===== src/rtl/spartan_upsize.sv =====
// -----------------------------------------------------------------------------
// spartan_upsize
//
// Far end of a narrow Spartan channel. It rebuilds the full-width link from the
// half-width link that the downsizer produces. The two directions are
// independent buffered state machines.
//
//   Master path (half -> full): two half beats are assembled into one full word.
//   Slave path  (full -> half): one full word is split into two half beats.
//
// Beat order on the half link is the same as in the downsizer:
//   beat 0 = full[HW-1:0], beat 1 = full[2*HW-1:HW]
//
// State table
//   phaseM  | meaning
//   --------+----------------------------------------------------------
//   mExpLo  | next accepted half master beat is the low half (beat 0)
//   mExpHi  | low half is in loReg; next beat completes the full word
//
//   phaseS  | meaning (valid only while hold=1)
//   --------+----------------------------------------------------------
//   sBeat0  | presenting bufReg low half on the half slave link
//   sBeat1  | presenting bufReg high half; its accept frees the buffer
//
// Ports
//   CLK          clock; all logic changes on the rising edge
//   RST          synchronous active-high reset, registered once (rstIn)
//   SpMBUS_HALF  half master beat in           (HW bits)
//   SpMVLD_HALF  half master valid in
//   SpMRDY_HALF  half master ready out
//   SpSBUS_HALF  half slave beat out           (HW bits)
//   SpSVLD_HALF  half slave valid out
//   SpSRDY_HALF  half slave ready in
//   SpMBUS_FULL  full master word out          (BWIDTH+2 bits)
//   SpMVLD_FULL  full master valid out
//   SpMRDY_FULL  full master ready in
//   SpSBUS_FULL  full slave word in            (BWIDTH+2 bits)
//   SpSVLD_FULL  full slave valid in
//   SpSRDY_FULL  full slave ready out
//
// BWIDTH must be even so that the full bus (BWIDTH+2) splits into two equal
// halves of BWIDTH/2+1 bits.
// -----------------------------------------------------------------------------
module spartan_upsize #(
  parameter int BWIDTH = 64
) (
  input  logic                CLK,
  input  logic                RST,
  input  logic [BWIDTH/2:0]   SpMBUS_HALF,
  input  logic                SpMVLD_HALF,
  output logic                SpMRDY_HALF,
  output logic [BWIDTH/2:0]   SpSBUS_HALF,
  output logic                SpSVLD_HALF,
  input  logic                SpSRDY_HALF,
  output logic [BWIDTH+1:0]   SpMBUS_FULL,
  output logic                SpMVLD_FULL,
  input  logic                SpMRDY_FULL,
  input  logic [BWIDTH+1:0]   SpSBUS_FULL,
  input  logic                SpSVLD_FULL,
  output logic                SpSRDY_FULL
);

  localparam int HW = BWIDTH/2 + 1;
  localparam int FW = BWIDTH + 2;

  localparam logic [0:0] mExpLo = 1'b0;
  localparam logic [0:0] mExpHi = 1'b1;
  localparam logic [0:0] sBeat0 = 1'b0;
  localparam logic [0:0] sBeat1 = 1'b1;

  // Registered copy of RST; every control register clears while it is high.
  logic rstIn;

  always_ff @(posedge CLK) begin
    rstIn <= RST;
  end

  // ---------------------------------------------------------------------------
  // Master expand path
  // ---------------------------------------------------------------------------
  logic [0:0]    phaseM;
  logic [HW-1:0] loReg;
  logic          outVld;
  logic [FW-1:0] outReg;

  logic mHalfAcc;
  logic mFullAcc;
  logic mLoAcc;
  logic mHiAcc;

  // The low beat only fills loReg, so it can always be taken. The high beat
  // overwrites outReg and therefore needs the output slot to be free or
  // draining in this same cycle.
  assign SpMRDY_HALF = (phaseM == mExpLo) || !outVld || SpMRDY_FULL;

  assign mHalfAcc = SpMVLD_HALF && SpMRDY_HALF;
  assign mFullAcc = outVld && SpMRDY_FULL;
  assign mLoAcc   = mHalfAcc && (phaseM == mExpLo);
  assign mHiAcc   = mHalfAcc && (phaseM == mExpHi);

  always_ff @(posedge CLK) begin
    if (rstIn) begin
      phaseM <= mExpLo;
      outVld <= 1'b0;
    end else begin
      if (mLoAcc) begin
        phaseM <= mExpHi;
      end else if (mHiAcc) begin
        phaseM <= mExpLo;
      end

      // A completing high beat wins over a drain, so a word leaving and a new
      // word arriving on the same edge keep the output valid without a bubble.
      if (mHiAcc) begin
        outVld <= 1'b1;
      end else if (mFullAcc) begin
        outVld <= 1'b0;
      end
    end
  end

  // Data registers carry no reset; they are qualified by phaseM / outVld.
  always_ff @(posedge CLK) begin
    if (mLoAcc) begin
      loReg <= SpMBUS_HALF;
    end
    if (mHiAcc) begin
      outReg <= {SpMBUS_HALF, loReg};
    end
  end

  assign SpMVLD_FULL = outVld;
  assign SpMBUS_FULL = outReg;

  // ---------------------------------------------------------------------------
  // Slave reduce path
  // ---------------------------------------------------------------------------
  logic          hold;
  logic [0:0]    phaseS;
  logic [FW-1:0] bufReg;

  logic sFullAcc;
  logic sHalfAcc;

  // A new full word may enter when the buffer is empty, or when the last
  // half of the buffered word is leaving this cycle (gapless streaming).
  assign SpSRDY_FULL = !hold || ((phaseS == sBeat1) && SpSRDY_HALF);

  assign sFullAcc = SpSVLD_FULL && SpSRDY_FULL;
  assign sHalfAcc = hold && SpSRDY_HALF;

  always_ff @(posedge CLK) begin
    if (rstIn) begin
      hold   <= 1'b0;
      phaseS <= sBeat0;
    end else begin
      if (sFullAcc) begin
        hold   <= 1'b1;
        phaseS <= sBeat0;
      end else if (sHalfAcc) begin
        if (phaseS == sBeat0) begin
          phaseS <= sBeat1;
        end else begin
          hold   <= 1'b0;
          phaseS <= sBeat0;
        end
      end
    end
  end

  always_ff @(posedge CLK) begin
    if (sFullAcc) begin
      bufReg <= SpSBUS_FULL;
    end
  end

  assign SpSVLD_HALF = hold;
  assign SpSBUS_HALF = (phaseS == sBeat1) ? bufReg[FW-1:HW] : bufReg[HW-1:0];

endmodule


===== config.mk =====
export PLATFORM = sky130hd
export DESIGN_NAME = spartan_upsize
export DESIGN_NICKNAME = d
export VERILOG_FILES = /design/src/rtl/spartan_upsize.sv
export SDC_FILE = /design/constraint.sdc
export NUM_CORES = 1
export LEC_CHECK = 0
export ABC_AREA = 1
export BUFFER_PORTS_ARGS = -buffer_cell sky130_fd_sc_hd__buf_2
export CELL_PAD_IN_SITES_DETAIL_PLACEMENT = 0
export CELL_PAD_IN_SITES_GLOBAL_PLACEMENT = 2
export CORE_MARGIN = 1
export CORE_UTILIZATION = 33
export CTS_CLUSTER_DIAMETER = 100
export CTS_CLUSTER_SIZE = 10
export DETAILED_ROUTE_END_ITERATION = 7
export PLACE_DENSITY = 0.79
export SETUP_SLACK_MARGIN = 0.5
export SYNTH_ARGS = -nofsm -noshare
export SYNTH_HDL_FRONTEND = slang
export SYNTH_SLANG_ARGS = --single-unit

===== constraint.sdc =====
create_clock -name CLK -period 3.53 [get_ports CLK]
set_clock_uncertainty 0.15 [all_clocks]
set_input_delay 0.1765 -clock CLK [delete_from_list [all_inputs] [get_ports CLK]]
set_output_delay 0.1765 -clock CLK [all_outputs]
set_load 0.03 [all_outputs]

## Word-level counts from Yosys, hierarchy flattened

Cells that the tools add are included.

- Multiplexer cells: 9
- Bitwise operators: 1
- Reductions and logical operators: 18

Operators with widths:

| kind | number |
|---|---|
| $mux 33 | 1 |
| $mux 1 | 8 |
| $reduce_bool 2->1 | 4 |
| $logic_and 1x1->1 | 7 |
| $logic_or 1x1->1 | 3 |
| $logic_not 1->1 | 2 |
| $reduce_and 2->1 | 1 |
| $reduce_or 2->1 | 1 |
| $not 1->1 | 1 |

- Register bits after elaboration: 170
- Input bits: 105
- Output and inout port bits: 103
- Logic and storage cells: 36

## Logic depth before layout (Yosys ltp)

- Depth in word-level cells: 7
- Depth in mapped cells: 5
- Depth with buffers taken out: 5

## Least setup slack after synthesis

Ideal clock, no wire load.

- Kind: reg-to-reg
- Start point: register phaseS
- End point: register bufReg[0] (enable)
- Arrival: 2.452 ns
- Data required time: 2.932 ns
- Slack: 0.480 ns
- Cell stages (with the launch flop): 4
- Period minus slack after synthesis: 3.050 ns
- Path through: dfxtp_1 -> buf_6 -> nand2_4 -> a21oi_2

- Word-level cells in the longest chain between the ends: 3

RTL lines:

| what | line | RTL |
|---|---|---|
| start, declared | 139 | `logic [0:0] phaseS;` |
| start signal, assigned | 155 | `phaseS <= sBeat0;` |
| start signal, assigned | 159 | `phaseS <= sBeat0;` |
| start signal, assigned | 162 | `phaseS <= sBeat1;` |
| $logic_and 1x1->1 | 147 | `assign SpSRDY_FULL = !hold \|\| ((phaseS == sBeat1) && SpSRDY_HALF);` |
| $logic_or 1x1->1 | 147 |  |
| $logic_and 1x1->1 | 149 | `assign sFullAcc = SpSVLD_FULL && SpSRDY_FULL;` |
| named net sFullAcc | 142 | `logic sFullAcc;` |
| end signal, assigned | 173 | `bufReg <= SpSBUS_FULL;` |
| end, declared | 140 | `logic [FW-1:0] bufReg;` |

The timed path passes the listed nets, and every way through them passes these cells.
A chain may end at the register's enable or synchronous reset.

## Final worst setup path

- Start point: register phaseS
- End point: output SpSBUS_HALF[7]

- Word-level cells in the longest chain between the ends: 1

RTL lines:

| what | line | RTL |
|---|---|---|
| $mux 33 | 178 | `assign SpSBUS_HALF = (phaseS == sBeat1) ? bufReg[FW-1:HW] : bufReg[HW-1:0];` |
| end, declared | 52 | `output logic [BWIDTH/2:0] SpSBUS_HALF,` |

Every way passes these cells.

==> qor.yml <==
status: "finished, final reports clean"
path_cells: "buf_4 -> inv_8 -> nand2_2 -> nand2_1 -> buf_2"
initial_core_util_pct: 34.0
cp.arrival_ns: 1.75
hpwl_mm: 7.99
syn-cell-area_um2: 5680
setup_viol: 0
cts_buffers: 17
viasPerCell: 4.19
die_width_um: 133
crit_path_end_kind: "output port"
min_path_cells: 2
fmax_mhz: 481
min_path_type: "in -> reg"
use_met1_pct: 17.3
post_cts_buffers: 0
synth_cell_types: 15
cp-startpoint: "phaseS"
grt_usage_pct: 15.4
cts_max_level: 4
grt_use_met2_pct: 25.6
place_area_um2: 6960
root_buffer: "clkbuf_16"
clk_pin_slew_worst_paths_ns: 0.06
criticalPathCategory: "reg -> out"
gr-max-usage-layer: "met2"
synth.avg_cell_area_um2: 18.7
fin_util_pct: 51.2
grt_first_pass_wirelength_mm: 20.3
wirelength_mm: 13.2
critPathMaxFanout: 35
antenna_found_initial: 1
ys_seq_elements: 170
irDropWorstVdd_mv: 0.289
clkSinkCount: 170
pre_cts_ws_ns: 1.64
gp_congestion: 0.785
nets: 736
drive_gt1_share_pct: 40.1
nFillCells: 1456
seq_area_um2: 5050
synthFlopType: "edfxtp_1"
ctsLongestPathBuffers: 2
use_met3_pct: 6.93
ant_nets: 0
stdcell_count: 864
slowest_delay_ns: 0.43
min-delay-start: "RST"
cts.repair.resized: 0
core_um2: 16700
rows: 47
overflow: 0
ys_seq_area_share_pct: 89.0
wl_per_cell_um: 15.3
maxSlewHeadroom_pct: 34.4
crit_slowest_cell: "buf_4"
worst_slew_pin_slew_ns: 0.982
r2r_cells: 3
area_growth_pct: 50.7
design_area_um2: 8560
slew_viol_final: 0
first_pass_iters: 4
synth_warnings: 0
tritoncts: "done"
power.density_nw_per_um2: 534
synth-edff-count: 165
num_vias: 3623
finalHoldViolCount: 0
maxCapViolCount: 0
async_reset_ff_share_pct: 0
r2r-start: "phaseM"
p_leak_nw: 3.52
crit_required_ns: 3.20
pin_count: 208
dp.cells: 727
grt_max_degree: 59
rsz0062_at_grt: "no"
route.detailed.drc: 0
setup_tns_ns: 0
die_area_um2: 17700
die_height_um: 133
startpoint_type: "flip-flop"
insertion_delay_ns: 0.42
multi_input_area_um2: 503
period_needed_ns: 2.08
syn-instance-count: 303
grt_pass1_vias: 3750
io_buffers: 207
min_period_over_period_pct: 58.9
layout_setup_ws_ns: 1.45
syn_nets: 408
first_iter_violations: 146
stage by stage:
stage	hold WS [ns]	power, W
6_report	0.245	0.00457
5_1_grt	0.234	0.00474
4_1_cts	0.222	0.00462
3_5_place_dp	0.131	0.00278
3_3_place_gp	0.131	0.00277
2_1_floorplan	0.0542	0.00262
final timing paths:
kind                          end  slack, ns
setup / recovery   SpSBUS_HALF[7]       1.45
hold / removal              rstIn       0.25
setup reg to reg  SpMBUS_FULL[30]       1.64
hold reg to reg   SpMBUS_FULL[25]       0.27
Yosys cell counts, types with 2 or more instances:
master    count  area (um2)
a21oi_1       2        10.0
buf_6         4        45.0
clkbuf_8      2        27.5
dfxtp_1       5         100
edfxtp_1    165        4950
inv_1         9        33.8
nand2_1      93         349
nand2_2      13        81.3
nand3_1       3        15.0
nor2_1        2        7.51
critical path: cells and delay by family (launching register included):
family / cells / cell delay [ns]
simple gates: 2 / 0.15
buf+inv: 3 / 0.80
flops: 1 / 0.37
cells in the final DEF (no fill, tap or decap):
cell           netlist  final
buf_2                0    207
edfxtp_1           165    165
dlygate4sd3_1        0    105
nand2_1             93     93
clkbuf_16            0     17
nand2_2             13     13
inv_1                9      8
dfxtp_1              5      5
inv_6                0      4
nand3_1              3      3
clkinv_2             0      3
buf_4                0      3
inv_8                1      2
a21oi_1              2      2
clkinvlp_4           0      2
diode_2              0      1
nand2_4              1      1
a21oi_4              0      1
inv_2                0      1
nor2_4               0      1
o21ai_0              1      1
nor2_1               2      1
clkbuf_1             0      1
bufinv_16            0      1
clkinv_4             0      1
clkinv_1             0      1
buf_12               1      1
sequential cells by signal, indices dropped and copies added (netlist names):
signal / count
phaseS: 1
SpMVLD_FULL: 1
rstIn: 1
bufReg: 66
loReg: 33
SpSVLD_HALF: 1
phaseM: 1
SpMBUS_FULL: 66
layer usage:
layer | wire (um) | share of wire, %
met1 | 5440 | 41
met2 | 6180 | 47
met3 | 1350 | 10
met5 | 0 | 0
met4 | 217 | 1.6
report_power, final:
group,internal (W),switching (W)
registers,0.00234,0.0000284
logic,0.000182,0.000280
clock network,0.000975,0.000767
final cells by class:
class                   instances  share of cell area [%]
flip-flops and latches        170                    59.1
diodes                          1                  0.0292
well taps                     220                    3.22
clock buffers                  18                    5.01
clock inverters                13                    1.39
inverters                      10                   0.526
repair buffers                316                    24.9
multi-input cells             116                    5.88
cell families (layout without fill, tap and decap cells):
logic type | after synthesis | count (layout) | synth area share [%]
AO/OA/AOI/OAI | 4 | 4 | 0.418
buffers and inverters | 17 | 357 | 2.42
flip-flops | 170 | 170 | 89.0
other | 0 | 1 | 0
AND/OR/NAND/NOR | 112 | 112 | 8.17
timing repair:
| item | CTS | global route |
|---|---|---|
| endpoints found under the setup margin | 0 | 0 |
| hold endpoints to repair | 137 | 0 |
| hold buffers | 105 | 0 |
(Power assumes the default switching activity.)
